<file path="src/rtl/seq_divider_26by13_pkg.sv">
// Shared constants and types for the 26-by-13 sequential restoring divider.
package div_pkg;

  // Operand width: dividend is 2N bits, quotient and remainder are N bits.
  localparam int N     = 13;
  localparam int CNT_W = $clog2(N);

  typedef enum logic [1:0] {
    IDLE = 2'd0,
    CALC = 2'd1,
    DONE = 2'd2
  } state_t;

  // Registered result as presented on the output side of the handshake.
  typedef struct packed {
    logic [N-1:0] quotient;
    logic [N-1:0] remainder;
    logic         div_by_zero;
    logic         overflow;
  } result_t;

endpackage

</file>
<file path="src/rtl/seq_divider_26by13_if.sv">
// Operand/result handshake bundle between the divide sequencer and the divider.
interface seq_divider_26by13_if;
  import div_pkg::*;

  logic           in_valid;
  logic           in_ready;
  logic [2*N-1:0] dividend;
  logic [N-1:0]   divisor;
  logic           out_valid;
  logic           out_ready;
  logic [N-1:0]   quotient;
  logic [N-1:0]   remainder;
  logic           div_by_zero;
  logic           overflow;

  // Sequencer side: issues operands, consumes results.
  modport master (
    output in_valid, dividend, divisor, out_ready,
    input  in_ready, out_valid, quotient, remainder, div_by_zero, overflow
  );

  // Divider side.
  modport slave (
    input  in_valid, dividend, divisor, out_ready,
    output in_ready, out_valid, quotient, remainder, div_by_zero, overflow
  );

endinterface

</file>
<file path="src/rtl/seq_divider_26by13_restore_step.sv">
// One restoring-division step: shift in a dividend bit, trial-subtract the divisor.
module div_restore_step
  import div_pkg::*;
(
  input  logic [N:0]   rem,
  input  logic         bit_in,
  input  logic [N-1:0] divisor,
  output logic [N:0]   rem_nxt,
  output logic         q_bit
);

  logic [N:0] t;

  // rem[N] is the bit shifted out of T; if it were ever set, T would exceed
  // any N-bit divisor, so it forces the subtract. With rem < divisor it stays 0.
  always_comb begin
    t       = {rem[N-1:0], bit_in};
    q_bit   = rem[N] | (t >= {1'b0, divisor});
    rem_nxt = q_bit ? (t - {1'b0, divisor}) : t;
  end

endmodule

</file>
<file path="src/rtl/seq_divider_26by13.sv">
// Sequential unsigned restoring divider, 2N/N -> N quotient + N remainder,
// one quotient bit per clock behind a valid/ready handshake.
module seq_divider_26by13
  import div_pkg::*;
(
  input  logic                 clk,
  input  logic                 rst_n,
  seq_divider_26by13_if.slave  bus
);

  state_t           state, state_nxt;
  logic [CNT_W-1:0] cnt;
  logic [N:0]       rem_q;
  logic [N-1:0]     shreg;
  logic [N-1:0]     dvsr;
  logic             exc_dbz, exc_ovf;
  result_t          res;

  logic             accept, take, exc, last_step;
  logic [N:0]       rem_nxt;
  logic             q_bit;

  assign accept    = bus.in_valid && bus.in_ready;
  assign take      = bus.out_valid && bus.out_ready;
  assign exc       = exc_dbz | exc_ovf;
  assign last_step = (cnt == CNT_W'(N-1));

  div_restore_step u_step (
    .rem     (rem_q),
    .bit_in  (shreg[N-1]),
    .divisor (dvsr),
    .rem_nxt (rem_nxt),
    .q_bit   (q_bit)
  );

  // State register.
  always_ff @(posedge clk or negedge rst_n) begin
    if (!rst_n) state <= IDLE;
    else        state <= state_nxt;
  end

  // Next state. Exceptions spend one cycle in CALC so the result path is the
  // same registered load as a normal divide.
  always_comb begin
    state_nxt = state;
    case (state)
      IDLE:    if (bus.in_valid)           state_nxt = CALC;
      CALC:    if (exc || last_step)       state_nxt = DONE;
      DONE:    if (bus.out_ready)          state_nxt = IDLE;
      default:                             state_nxt = IDLE;
    endcase
  end

  // Handshake outputs decoded from state.
  always_comb begin
    bus.in_ready  = (state == IDLE);
    bus.out_valid = (state == DONE);
  end

  // Operand capture and the per-step remainder/shift update. The shift
  // register feeds dividend bits out of its MSB and collects quotient bits
  // at its LSB, so after N steps it holds the quotient.
  always_ff @(posedge clk or negedge rst_n) begin
    if (!rst_n) begin
      cnt     <= '0;
      rem_q   <= '0;
      shreg   <= '0;
      dvsr    <= '0;
      exc_dbz <= 1'b0;
      exc_ovf <= 1'b0;
    end else if (accept) begin
      cnt     <= '0;
      rem_q   <= {1'b0, bus.dividend[2*N-1:N]};
      shreg   <= bus.dividend[N-1:0];
      dvsr    <= bus.divisor;
      exc_dbz <= (bus.divisor == '0);
      exc_ovf <= (bus.divisor != '0) && (bus.dividend[2*N-1:N] >= bus.divisor);
    end else if (state == CALC && !exc) begin
      cnt   <= cnt + 1'b1;
      rem_q <= rem_nxt;
      shreg <= {shreg[N-2:0], q_bit};
    end
  end

  // Result registers: loaded on the way into DONE, held until taken; the
  // flags clear on transfer so they never leak into the next operation.
  always_ff @(posedge clk or negedge rst_n) begin
    if (!rst_n) begin
      res <= '0;
    end else if (state == CALC) begin
      if (exc) begin
        res.quotient    <= '1;
        res.remainder   <= exc_dbz ? shreg : '0;
        res.div_by_zero <= exc_dbz;
        res.overflow    <= exc_ovf;
      end else if (last_step) begin
        res.quotient    <= {shreg[N-2:0], q_bit};
        res.remainder   <= rem_nxt[N-1:0];
        res.div_by_zero <= 1'b0;
        res.overflow    <= 1'b0;
      end
    end else if (take) begin
      res.div_by_zero <= 1'b0;
      res.overflow    <= 1'b0;
    end
  end

  assign bus.quotient    = res.quotient;
  assign bus.remainder   = res.remainder;
  assign bus.div_by_zero = res.div_by_zero;
  assign bus.overflow    = res.overflow;

endmodule

</file>
<file path="src/flat_wrapper.sv">
// flat-port wrapper written by rule: the top's interface ports become plain ports
module seq_divider_26by13_flat import div_pkg::*;
  (clk, rst_n, bus_in_valid, bus_dividend, bus_divisor, bus_out_ready, bus_in_ready, bus_out_valid, bus_quotient, bus_remainder, bus_div_by_zero, bus_overflow);
  seq_divider_26by13_if bus_i ();
  input  logic clk;
  input  logic rst_n;
  input wire logic [$bits(bus_i.in_valid)-1:0] bus_in_valid;
  input wire logic [$bits(bus_i.dividend)-1:0] bus_dividend;
  input wire logic [$bits(bus_i.divisor)-1:0] bus_divisor;
  input wire logic [$bits(bus_i.out_ready)-1:0] bus_out_ready;
  output wire logic [$bits(bus_i.in_ready)-1:0] bus_in_ready;
  output wire logic [$bits(bus_i.out_valid)-1:0] bus_out_valid;
  output wire logic [$bits(bus_i.quotient)-1:0] bus_quotient;
  output wire logic [$bits(bus_i.remainder)-1:0] bus_remainder;
  output wire logic [$bits(bus_i.div_by_zero)-1:0] bus_div_by_zero;
  output wire logic [$bits(bus_i.overflow)-1:0] bus_overflow;
  assign bus_i.in_valid = bus_in_valid;
  assign bus_i.dividend = bus_dividend;
  assign bus_i.divisor = bus_divisor;
  assign bus_i.out_ready = bus_out_ready;
  assign bus_in_ready = bus_i.in_ready;
  assign bus_out_valid = bus_i.out_valid;
  assign bus_quotient = bus_i.quotient;
  assign bus_remainder = bus_i.remainder;
  assign bus_div_by_zero = bus_i.div_by_zero;
  assign bus_overflow = bus_i.overflow;
  seq_divider_26by13 u_core (.clk(clk), .rst_n(rst_n), .bus(bus_i));
endmodule
</file>
<file path="config.mk">
export PLATFORM = sky130hd
export DESIGN_NAME = seq_divider_26by13_flat
export DESIGN_NICKNAME = d
export VERILOG_FILES = /design/src/rtl/seq_divider_26by13_pkg.sv /design/src/rtl/seq_divider_26by13_if.sv /design/src/rtl/seq_divider_26by13_restore_step.sv /design/src/rtl/seq_divider_26by13.sv /design/src/flat_wrapper.sv
export SDC_FILE = /design/constraint.sdc
export NUM_CORES = 1
export LEC_CHECK = 0
export ABC_CLOCK_PERIOD_IN_PS = 3360
export CELL_PAD_IN_SITES_DETAIL_PLACEMENT = 0
export CELL_PAD_IN_SITES_GLOBAL_PLACEMENT = 1
export CORE_MARGIN = 4
export CORE_UTILIZATION = 41
export DETAILED_ROUTE_END_ITERATION = 7
export GPL_TIMING_DRIVEN = 0
export HOLD_SLACK_MARGIN = 0.08
export PLACE_DENSITY = 0.78
export SYNTH_ARGS = -nofsm -noshare
export SYNTH_HDL_FRONTEND = slang
export SYNTH_SLANG_ARGS = --single-unit
</file>
<file path="constraint.sdc">
create_clock -name clk -period 3.36 [get_ports clk]
set_clock_uncertainty 0.15 [all_clocks]
set_input_delay 0.504 -clock clk [delete_from_list [all_inputs] [get_ports clk]]
set_output_delay 0.504 -clock clk [all_outputs]
set_load 0.01 [all_outputs]
</file>
* Word-level counts from Yosys, hierarchy flattened *
Cells that the tools add are included.

storage, ports and cells
  RAM bits = 0
  logic and storage cells = 55
  bits in read-only memories = 0
  output and inout bits = 30
  input bits = 43
  register bits after elaboration = 76
  memories kept = 0
  bits in latches = 0

cells by class
  bitwise logic cells = 2
  div/mod/pow operators = 0
  shifts and indexed selects = 0
  eq/ne operators = 7
  mux-type cells = 16
  order comparisons = 2
  $mul = 0
  reductions and logical operators = 15
  add/subtract/negate cells = 2

operators by type and width
  operator               count
  $mux W28               2
  $mux W14               3
  $mux W13               3
  $ge A14 B13 Y1         1
  $sub A14 B13 Y14       1
  $ge A13 B13 Y1         1
  $logic_not A13 Y1      1
  $reduce_bool A13 Y1    1
  $mux W2                5
  $mux W4                2
  $pmux W2 S3            1
  $reduce_bool A2 Y1     3
  $add A4 B1 Y4 const B  1
  $eq A4 B4 Y1 const B   1
  $logic_and A1 B1 Y1    4
  $ne A2 B2 Y1 const B   2
  $reduce_and A2 Y1      2
  $ne A3 B1 Y1 const B   1
  $reduce_and A3 Y1      1
  $eq A2 B1 Y1 const B   1
  $eq A2 B2 Y1 const B   1
  $logic_not A2 Y1       1
  $ne A2 B1 Y1 const B   1
  $or A1 B1 Y1           2
  2 further kinds        2

* Logic depth before layout (Yosys ltp) *
Gate-level depths: netlist of the first run.

  depth after elaboration = 6
  gate-level depth with buffers = 11
  gate-level depth less buffers = 9

* Hierarchy *
Synthesis of the first run repeated with hierarchy kept, for this count alone.

unflattened totals
  cells, all modules = 476
  area total of the unflattened synthesis = 4,324.1 um^2

modules (own cells, without submodules)
  module              area each (um^2)  instances  cells an instance  seq. area each (um^2)
  seq_divider_26by13  3,487.1           1          346                1,901.8
  div_restore_step    837.1             1          130                0.0

* Least setup slack after synthesis of the first run *
No wires, ideal clock.

  kind = flip-flop to flip-flop
  start = register u_core.shreg[12]
  end = register u_core.bus.remainder[12] (netlist name)
  arrival = 2,165 ps
  required time = 3,075 ps
  setup time = 135 ps
  setup slack = 910 ps
  period minus slack after synthesis = 2,450 ps
  path buffers = 2
  stages on the path, launching flop included = 12
  cell sequence = dfrtp_1 > inv_1 > ha_1 > fa_1 > nor2b_1 > o31a_1 > o21ai_2 > a21o_1 > buf_6 > buf_2 > a41oi_1 > o31ai_1

between the ends
  cells in the longest elaborated chain, start to end = 5
  elaborated cells on any way between the ends = 7
  those cells by class = add/sub (1); order compare (1); mux (4); bitwise (1)

RTL lines
  element                 line                                   text
  from (decl)             seq_divider_26by13.sv:14               logic [N-1:0] shreg;
  from (signal assigned)  seq_divider_26by13.sv:74               shreg <= bus.dividend[N-1:0];
  from (signal assigned)  seq_divider_26by13.sv:81               shreg <= {shreg[N-2:0], q_bit};
  $ge A14 B13 Y1          seq_divider_26by13_restore_step.sv:18  q_bit = rem[N] | (t >= {1'b0, divisor});
  $or A1 B1 Y1            seq_divider_26by13_restore_step.sv:18
  $mux W14                seq_divider_26by13_restore_step.sv:19  rem_nxt = q_bit ? (t - {1'b0, divisor}) : t;
  $mux W28                seq_divider_26by13.sv:96               end else if (last_step) begin
  $mux W28 *              seq_divider_26by13.sv:91               if (exc) begin

Every way passes the cells marked *; elsewhere a longest branch is shown, timed or not. The select of a mux whose other input is x is not followed.
A chain may end at the register's enable or synchronous reset.

* Worst setup path after layout of the first run *
  start = register u_core.shreg[12]
  end = register u_core.rem_q[12]

between the ends
  cells in the longest elaborated chain, start to end = 5
  elaborated cells on any way between the ends = 6
  those cells by class = add/sub (1); order compare (1); mux (3); bitwise (1)

RTL lines
  element               line                                   text
  $ge A14 B13 Y1        seq_divider_26by13_restore_step.sv:18
  $or A1 B1 Y1          seq_divider_26by13_restore_step.sv:18
  $mux W14 *            seq_divider_26by13_restore_step.sv:19
  $mux W14 *            seq_divider_26by13.sv:78               end else if (state == CALC && !exc) begin
  $mux W14 *            seq_divider_26by13.sv:71               end else if (accept) begin
  to (signal assigned)  seq_divider_26by13.sv:73               rem_q <= {1'b0, bus.dividend[2*N-1:N]};
  to (signal assigned)  seq_divider_26by13.sv:80               rem_q <= rem_nxt;
  to (decl)             seq_divider_26by13.sv:13               logic [N:0] rem_q;

Marks and branches as above.

==> reports/results.tsv, run 1 <==
stage	metric	value	unit
setup_path	crit_buf_inv	1	
setup_path	critical_path_arrival	3.10	ns
layout	final_cells	727	
die	die_y	113	µm
sta	fin_crit_sh	0.887	
die	initial_core_util	0.418	
pwr	internal-power	2.59	mW
clocking	clkLatencyLatePin	0.37	ns
synth	async_flop_share	1.00	
synth	synth-seq-area-share	0.422	
routing	route.detailed.drc	0	
sta	finalWorstSetupSlack	0.380	ns
setup_path	worstPathCellList	inv_1, ha_1, fa_1, nor2b_1, o21ai_0, a2111oi_0, a311oi_1, xor2_1, o31ai_1	
clocking	clk_pin_slew	0.09	ns
sta	slew_viol_final	0	
setup_path	worstPathMaxFanout	4	
layout	layout.nets	654	
placed_design	numPortBuffers	72	
clocking	cts_max_level	3	
placed_design	dp.cells	710	
routing	route.vias.total	4229	
layout	n_antenna_cell	0	
sta	fin_crit	2.98	ns
setup_path	worstSetupStartpointType	register	
setup_path	crit_family	compound AO/OA/AOI/OAI gates	
setup_path	cp_slowest_stage_delay	0.63	ns
setup_path	crit_type	reg -> reg	
min_path	hold_path_class	reg -> reg	
global_routing	antenna_found_initial	0	
layout	fillerInstances	1051	
status	outcome	finished, final reports clean	
pwr	power.share.sequential	0.279	
layout	most-common-layout-cells	dfrtp_1, clkdlybuf4s50_1, nand2_1	
synth	yosysWarnings	0	
routing	drt_wl_total	14200	µm
clocking	cts_tree	done	
pwr	p_comb_frac	0.581	
die	fp.dieW	113	µm
pwr	power	5.25	mW
placed_design	post-place-ws	0.484	ns
sta	hold_ws	0.351	ns
synth	synthesis.nets	569	
global_routing	grt_pass1_wl	22500	µm
sta	setup-tns-final	0	ns
synth	syn_avg_cell_area	9.08	µm²
routing	via_per_inst	5.82	
die	num_rows	38	
global_routing	gr-total-overflow	0	
setup_path	crit_required	3.48	ns
layout	syn2layout_area_growth	25.2	%
synth	ys.flop_type	dfrtp_1	
routing	wl_per_cell	19.5	µm
pwr	powerDensity	929	nW/µm²
sta	fmax	336	MHz
setup_path	crit_path_end_kind	register	
synth	ys_ff_latch	76	
placed_design	hpwl	11100	µm
synth	synth_cells	497	
placed_design	globalplace.congestion	0.918	
sta	grt_setup_unrepaired	false	
layout	final_core_util	0.523	
global_routing	grt_pass1_vias	4048	
routing	drt_iter0_markers	292	
layout	drive_above_1_share	0.0494	
synth	synth_cell_types	56	
sta	finalSetupViolCount	0	
clocking	cts.sinks	76	
layout	final_area	5650	µm²
pwr	ir_worst_vdd	698	µV
pwr	switching_power	2.65	mW
run	cap_violations	0	
routing	dr.pass1.iters	7	
pwr	power_frac_clock	0.140	
global_routing	grtUsageTotal	0.225	
clocking	root_buffer	clkbuf_8	
pwr	switching_share	0.506	
synth	netlist_area	4510	µm²
pwr	power.leakage	2.44	nW
sta	worst_pin_slew	0.820	ns
global_routing	grt_max_degree	47	
sta	hold_viol_final	0	
clocking	cts_buffers	9	
setup_path	cpMaxStageDelayCell	a2111oi_0	
sta	relSlewSlack	0.451	
routing	ant_nets	0	
die	io_pins	73	
synth	synth_edf_count	0	
clocking	clockBufferDepth	2	
die	die-area	12700	µm²
placed_design	placed_cell_area	5430	µm²
layout	layout_commonest_cell	dfrtp_1	
die	core	10800	µm²
==> power groups by stage <==
stage                     Sequential [mW]  Combinational (mW)  Clock, mW
after floorplan                      1.37                2.10          0
after global placement               1.48                2.95          0
after detailed placement             1.47                2.99          0
after CTS                            1.46                3.00      0.745
after global routing                 1.50                3.33      0.792
final                                1.47                3.05      0.734
==> what timing repair did <==
action                    in CTS  in global routing
buffers inserted               0                  0
hold buffers                   1                  0
hold endpoints to repair      30                  0
resized for setup              0                  0
==> synthesized netlist by cell type (2+ instances only) <==
library cell | count | area, µm²
dfrtp_1 | 76 | 1900
nand2_1 | 54 | 203
inv_1 | 33 | 124
a22oi_1 | 32 | 240
nor2_1 | 31 | 116
o21ai_0 | 29 | 145
ha_1 | 28 | 350
clkbuf_1 | 23 | 86.3
a21oi_1 | 22 | 110
nand4_1 | 20 | 125
nand3_1 | 19 | 95.1
nor3_1 | 14 | 70.1
o211ai_1 | 12 | 90.1
o22a_1 | 12 | 105
a21o_1 | 9 | 67.6
o31ai_1 | 9 | 67.6
a22o_1 | 7 | 61.3
xnor2_1 | 5 | 43.8
buf_2 | 4 | 20.0
nand2b_1 | 4 | 25.0
nor2b_1 | 4 | 25.0
xor2_1 | 4 | 35.0
a31oi_1 | 3 | 18.8
a41oi_1 | 3 | 26.3
a2111oi_0 | 2 | 17.5
a211o_1 | 2 | 17.5
a311oi_1 | 2 | 17.5
nor4_1 | 2 | 12.5
o2111ai_1 | 2 | 17.5
o211a_1 | 2 | 20.0
o31a_1 | 2 | 17.5
o41ai_1 | 2 | 17.5
==> area by class of cell <==
type / count / area, µm² / area share
inverters: 33 / 124 / 0.0219
clock inverters: 7 / 82.6 / 0.0146
clock buffers: 9 / 124 / 0.0219
flip-flops and latches: 76 / 1900 / 0.337
well taps: 140 / 175 / 0.0310
repair buffers: 74 / 756 / 0.134
multi-input cells: 357 / 2350 / 0.416
plain buffers: 31 / 134 / 0.0237
==> routing by layer <==
metal,part of all wire,GRT usage,up-vias,wire length [µm]
li1,-,-,2017,-
met2,0.46,0.362,122,6560
met1,0.46,0.311,2068,6540
met3,0.054,0.0364,22,766
met5,0,0,-,0
met4,0.023,0.0705,0,322
==> cell families (layout without fill, tap and decap cells) <==
family          count (synthesis)  count (layout)  synth area share
simple gates                  154             154             0.159
compound gates                165             165             0.263
fa+ha+maj                      29              29            0.0821
xor+xnor                        9               9            0.0175
buf+inv                        64             154            0.0571
flops                          76              76             0.422
==> state kept, by name, summed over array words and instances, names as in the netlist, 2 cells and up <==
register and count:
u_core.cnt 4, u_core.state 2, u_core.rem_q 14, u_core.dvsr 13
u_core.bus.remainder 13, u_core.bus.quotient 13, u_core.shreg 13
==> path summary, 6_finish.rpt <==
| check | slack, ns | endpoint | depth (start not counted) | startpoint |
|---|---|---|---|---|
| worst max-delay path | 0.38 | u_core.rem_q[12] | 9 | u_core.shreg[12] |
| worst min register to register | 0.35 | u_core.dvsr[0] | 2 | u_core.dvsr[0] |
| min in group asynchronous | 0.48 | u_core.cnt[1] | 2 | rst_n |
| worst max register to register | 0.38 | u_core.rem_q[12] | 9 | u_core.shreg[12] |
| max in group asynchronous | 2.01 | u_core.bus.remainder[4] | 3 | rst_n |
| worst min-delay path | 0.35 | u_core.dvsr[0] | 2 | u_core.dvsr[0] |
==> tightest hold or removal path, cell delays in order, from the launching register on <==
cell and delay (ns):
dfrtp_1 0.36, nand2_1 0.06, nand2_1 0.05
Power figures use the tool's default switching activity.
==> run 2, diff against run 1 <==
==> constraint.sdc (replaced) <==
create_clock -name clk -period 3.36 [get_ports clk]
set_clock_uncertainty 0.15 [all_clocks]
set_input_delay 0.504 -clock clk [delete_from_list [all_inputs] [get_ports clk]]
set_output_delay 0.504 -clock clk [all_outputs]
set_load 0.02 [all_outputs]
==> results of run 2 <==
Same layout as run 1 (identical final DEF). Status: finished, final reports clean.
Main changes from that run: total power 5.25 mW -> 5.26 mW
==> run 3, diff against run 2 <==
--- a/config.mk
+++ b/config.mk
@@ -5,7 +5,6 @@
 export SDC_FILE = /design/constraint.sdc
 export NUM_CORES = 1
 export LEC_CHECK = 0
-export ABC_CLOCK_PERIOD_IN_PS = 3360
 export CELL_PAD_IN_SITES_DETAIL_PLACEMENT = 0
 export CELL_PAD_IN_SITES_GLOBAL_PLACEMENT = 1
 export CORE_MARGIN = 4
==> results of run 3 <==
Same layout as run 1 (identical final DEF). Status: finished, final reports clean.
Main changes from that run: total power 5.25 mW -> 5.26 mW
